## config.mk

```make
export PLATFORM = sky130hd
export DESIGN_NAME = pipe_skid_stage
export DESIGN_NICKNAME = d
export VERILOG_FILES = /design/src/rtl/mips_pipe_defs.sv /design/src/rtl/en_register.sv /design/src/rtl/pipe_skid_stage.sv
export SDC_FILE = /design/constraint.sdc
export NUM_CORES = 1
export LEC_CHECK = 0
export CAP_MARGIN = 30
export CELL_PAD_IN_SITES_DETAIL_PLACEMENT = 1
export CELL_PAD_IN_SITES_GLOBAL_PLACEMENT = 2
export CORE_MARGIN = 10
export CORE_UTILIZATION = 35
export CTS_CLUSTER_DIAMETER = 200
export DETAILED_ROUTE_END_ITERATION = 8
export PLACE_DENSITY = 0.86
export SYNTH_ARGS = -nofsm -noshare
export SYNTH_HDL_FRONTEND = slang
export SYNTH_SLANG_ARGS = --single-unit
```

## constraint.sdc

```tcl
create_clock -name clk -period 4.1 [get_ports clk]
set_clock_uncertainty 0.2 [all_clocks]
set_input_delay 0.615 -clock clk [delete_from_list [all_inputs] [get_ports clk]]
set_output_delay 0.615 -clock clk [all_outputs]
set_load 0.02 [all_outputs]
```

## src/rtl/mips_pipe_defs.sv

```systemverilog
// Shared pipeline definitions: skid-stage state encodings.
package mips_pipe_defs;

  typedef enum logic [1:0] {
    SKID_EMPTY = 2'd0,
    SKID_BUSY  = 2'd1,
    SKID_FULL  = 2'd2
  } skid_state_e;

  localparam logic [1:0] SKID_OCC_EMPTY = 2'd0;
  localparam logic [1:0] SKID_OCC_BUSY  = 2'd1;
  localparam logic [1:0] SKID_OCC_FULL  = 2'd2;

endpackage

```

## src/rtl/en_register.sv

```systemverilog
// Load-enable payload register with asynchronous active-high reset to zero.
module en_register #(
  parameter int WIDTH = 32
) (
  input  logic             clk,
  input  logic             reset,
  input  logic             ld_i,
  input  logic [WIDTH-1:0] d_i,
  output logic [WIDTH-1:0] q_o
);

  logic [WIDTH-1:0] data_q;

  always_ff @(posedge clk or posedge reset) begin
    if (reset) begin
      data_q <= '0;
    end else if (ld_i) begin
      data_q <= d_i;
    end
  end

  assign q_o = data_q;

endmodule

```

## src/rtl/pipe_skid_stage.sv

```systemverilog
// Two-entry skid buffer between pipeline stages; in_ready and out_valid are
// registered so no combinational ready path crosses the stage.
//
// state      | meaning
// SKID_EMPTY | no entries held; in_ready=1, out_valid=0
// SKID_BUSY  | main register holds the head word
// SKID_FULL  | main holds head, skid holds next word; in_ready=0
module pipe_skid_stage
  import mips_pipe_defs::*;
#(
  parameter int WIDTH = 32
) (
  input  logic             clk,
  input  logic             reset,
  input  logic             flush,
  input  logic             in_valid,
  output logic             in_ready,
  input  logic [WIDTH-1:0] in_data,
  output logic             out_valid,
  input  logic             out_ready,
  output logic [WIDTH-1:0] out_data,
  output logic [1:0]       occupancy
);

  skid_state_e      state_q;
  logic             in_ready_q;
  logic             out_valid_q;
  logic [1:0]       occupancy_q;
  logic             in_fire;
  logic             out_fire;
  logic             main_ld;
  logic             skid_ld;
  logic [WIDTH-1:0] main_d;
  logic [WIDTH-1:0] main_q;
  logic [WIDTH-1:0] skid_q;

  assign in_fire  = in_valid & in_ready_q;
  assign out_fire = out_valid_q & out_ready;

  // Payload loads are suppressed on flush so a flushed input never lands.
  always_comb begin
    main_ld = 1'b0;
    skid_ld = 1'b0;
    if (!flush) begin
      unique case (state_q)
        SKID_EMPTY: main_ld = in_fire;
        SKID_BUSY: begin
          main_ld = in_fire & out_fire;
          skid_ld = in_fire & ~out_fire;
        end
        SKID_FULL: main_ld = out_fire;
        default: begin
          main_ld = 1'b0;
          skid_ld = 1'b0;
        end
      endcase
    end
  end

  assign main_d = (state_q == SKID_FULL) ? skid_q : in_data;

  en_register #(.WIDTH(WIDTH)) u_main (
    .clk   (clk),
    .reset (reset),
    .ld_i  (main_ld),
    .d_i   (main_d),
    .q_o   (main_q)
  );

  en_register #(.WIDTH(WIDTH)) u_skid (
    .clk   (clk),
    .reset (reset),
    .ld_i  (skid_ld),
    .d_i   (in_data),
    .q_o   (skid_q)
  );

  always_ff @(posedge clk or posedge reset) begin
    if (reset) begin
      state_q     <= SKID_EMPTY;
      out_valid_q <= 1'b0;
      in_ready_q  <= 1'b1;
      occupancy_q <= SKID_OCC_EMPTY;
    end else if (flush) begin
      state_q     <= SKID_EMPTY;
      out_valid_q <= 1'b0;
      in_ready_q  <= 1'b1;
      occupancy_q <= SKID_OCC_EMPTY;
    end else begin
      case (state_q)
        SKID_EMPTY: begin
          if (in_fire) begin
            state_q     <= SKID_BUSY;
            out_valid_q <= 1'b1;
            in_ready_q  <= 1'b1;
            occupancy_q <= SKID_OCC_BUSY;
          end
        end
        SKID_BUSY: begin
          if (in_fire && !out_fire) begin
            state_q     <= SKID_FULL;
            in_ready_q  <= 1'b0;
            occupancy_q <= SKID_OCC_FULL;
          end else if (!in_fire && out_fire) begin
            state_q     <= SKID_EMPTY;
            out_valid_q <= 1'b0;
            occupancy_q <= SKID_OCC_EMPTY;
          end
        end
        SKID_FULL: begin
          if (out_fire) begin
            state_q     <= SKID_BUSY;
            in_ready_q  <= 1'b1;
            occupancy_q <= SKID_OCC_BUSY;
          end
        end
        default: begin
          state_q     <= SKID_EMPTY;
          out_valid_q <= 1'b0;
          in_ready_q  <= 1'b1;
          occupancy_q <= SKID_OCC_EMPTY;
        end
      endcase
    end
  end

  assign in_ready  = in_ready_q;
  assign out_valid = out_valid_q;
  assign out_data  = main_q;
  assign occupancy = occupancy_q;

endmodule
```

==> metrics.txt <==
PwrDens 736 mW/mm^2; initial DRC count 62; io pins 73; Syn Nets ~240; RSZ-0062 raised after global routing no; FF-to-FF End u_skid.q_o[24]$_DFFE_PP0P_; reg2reg path depth 4; hold slack 0.310 ns; r2r startpoint in_ready$_DFFE_PP1P_; clk sinks just under 70; gr ovfl total 0; final WL 7.46 mm; Leakage 1.56 nW; Max Cap Viol 0; Critical Path AT 2.68 ns; first-pass GRT wire length 12.1 mm; area of the core 0.00781 sq mm; cts bufs inserted 9; vias per std cell about 5.3; clock slew at reported path FFs 0.06 ns; endpoints failing setup 0; Gate power share 38.9%; Critical Path Start Type input port; vias in the first global route ~2200; DRC Markers 0; Peak supply drop 0.000350 V; outcome finished, final reports clean; initial core utilization 36.4%; row cnt 32; Mapped Cells 206; wire per inst 19.4 um; most frequent cells in the layout 72 x clkdlybuf4s50_1, 67 x dfrtp_1, 33 x a2bb2oi_1; CP Cell Sequence clkdlybuf4s50_1, nand3b_4, nor4b_4, buf_4, mux2_2; Max Fclk 0.376 GHz; critical path class in2reg; Synth area leaders dfrtp_1 59%, mux2_2 13%, a2bb2oi_1 10%; Hold Path Class reg2reg; setup TNS 0 ns; share of layout cells above drive strength 1 20.6%; nets@finish ~320; post-cts repair resize count 0; CP max stage delay 0.61 ns; initial antenna violation count 0; hold buffer count at CTS 0; Slowest-stage cell, CP clkdlybuf4s50_1; crit path time final approximately 2.7 ns; gr usage total 13.0%; routability cong. about 0.7; synthesis-to-finish area growth 35.0%; First-pass DRT Iterations 3; Die H 110 um; postcts setup bufs 0; post-synthesis sequential area ratio 60.0%; Synth top area share 59.1%; Switching Share roughly 32%; slew of the pin with the lowest slew margin 0.723 ns; leading cell type in the layout, fill and taps excluded clkdlybuf4s50_1; final period utilization 64.8%; Inst Count DP between 300 and 400; Worst Setup EP u_skid.q_o[24]$_DFFE_PP0P_; Int Pwr 1.91 mW; yosys warns 0; Post-Layout Cell Count 384; CP startpoint in_valid; via count about 2000; Slew Limit Fails 0; total die area between 0.01 and 0.015 sq mm; DIE WIDTH approximately 110 um; Final Util 49.1%; Unique masters post-synth 25; Clock power frac 19.2%; Post-Syn Area between 0.002 and 0.003 sq mm; P_sw 910 uW; Crit. End Element flip-flop; DPL Wire Length 5.13 mm; Mean Syn Cell Area 13.8 sq um; Reg power frac between 40% and 50%; Worst Path Max Fanout 36; CTS tree built; largest net degree at the start of global routing 39; Ant. Diodes 0; H-tree levels 3; Req. time, crit path between 4 and 5 ns; reg2reg setup slack between 1.5 and 2 ns; CTS root buffer clkbuf_8; final hold viol count 0; #FFs+latches synth about 70; slew margin rel. 51.8%; worst skew pair latency between 0.3 and 0.4 ns; post-synth top area cell dfrtp_1; port bufs 72; CTS Buffer Depth 2; Antenna Nets Post-Route 0
flip-flops by register name (all words and copies together), names as in the netlist:
signal	flops
u_skid.q_o	32
out_valid	1
in_ready	1
u_main.q_o	32
occupancy	2
routing by layer:
| metal | global-route usage [%] | wire length, um | vias up | share of wire [%] |
|---|---|---|---|---|
| li1 | - | - | 936 | - |
| met1 | 16.0 | 3360 | 1028 | 45 |
| met2 | 20.3 | 3540 | 49 | 47 |
| met3 | 5.11 | 466 | 8 | 6.2 |
| met4 | 4.74 | 93 | 0 | 1.2 |
| met5 | 0 | 0 | - | 0 |
stage by stage:
| stage | power (mW) | cell area [sq um] | setup slack, ns |
|---|---|---|---|
| finish | 2.82 | 3830 | 1.44 |
| global route | 3.00 | 3830 | 1.34 |
| CTS | 2.87 | 3830 | 1.44 |
| detailed placement | 2.31 | 3640 | 1.08 |
| global placement | 2.27 | 3640 | 1.14 |
| floorplan | 1.80 | 2840 | 1.58 |
power by group through the flow:
stage               Clock (mW)  Combinational [mW]  Sequential, mW
floorplan                    0               0.448            1.35
global placement             0                1.09            1.18
detailed placement           0                1.12            1.19
CTS                      0.561                1.12            1.19
global route             0.596                1.18            1.23
finish                   0.543                1.10            1.18
area by class of cell:
type / instances / area [sq um]
Inverter: 3 / 11.3
Fill cell: 811 / 3980
Sequential cell: 68 / 1700
Tap cell: 102 / 128
Multi-Input combinational cell: 118 / 1030
Timing Repair Buffer: 79 / 773
Clock inverter: 2 / 35.0
Clock buffer: 12 / 155
synth_stat cells:
cell       count
nor2_1         3
buf_6          3
a211oi_4       1
nor4bb_1       1
a221oi_1       1
buf_4          3
o21ai_0        2
a21oi_1        2
clkbuf_1       9
dfstp_2        1
nand4_1        1
nand4b_1       1
nor4b_4        1
dfrtp_1       67
buf_2          2
a21o_1         2
o22ai_1       32
nand2_1        2
nand3b_4       1
nand2b_1       1
inv_1          3
mux2_2        32
a211o_1        1
a2bb2oi_1     33
and3b_1        1
worst min-delay path by stage:
stage | startpoint | end | slack [ns] | depth (start not counted)
finish | u_skid.q_o[8]$_DFFE_PP0P_ | u_skid.q_o[8]$_DFFE_PP0P_ | 0.31 | 1
global route | u_skid.q_o[4]$_DFFE_PP0P_ | u_skid.q_o[4]$_DFFE_PP0P_ | 0.32 | 1
CTS | u_skid.q_o[9]$_DFFE_PP0P_ | u_skid.q_o[9]$_DFFE_PP0P_ | 0.31 | 1
detailed placement | u_skid.q_o[21]$_DFFE_PP0P_ | u_skid.q_o[21]$_DFFE_PP0P_ | 0.30 | 1
global placement | u_skid.q_o[2]$_DFFE_PP0P_ | u_skid.q_o[2]$_DFFE_PP0P_ | 0.29 | 1
floorplan | u_skid.q_o[0]$_DFFE_PP0P_ | u_skid.q_o[0]$_DFFE_PP0P_ | 0.28 | 1
critical path, delay by kind of cell:
kind          cells  cell delay [ns]
simple gates      2             0.78
mux               1             0.37
buf+inv           2             0.91
logic make-up after synthesis:
group / count (synthesis) / synth area share (%)
multiplexers: 32 / 12.7
flip-flops: 68 / 60.0
buffers and inverters: 20 / 3.92
AND/OR/NAND/NOR: 12 / 3.61
AO/OA/AOI/OAI: 74 / 19.8
Note: power is estimated with default switching activity, not from simulation.
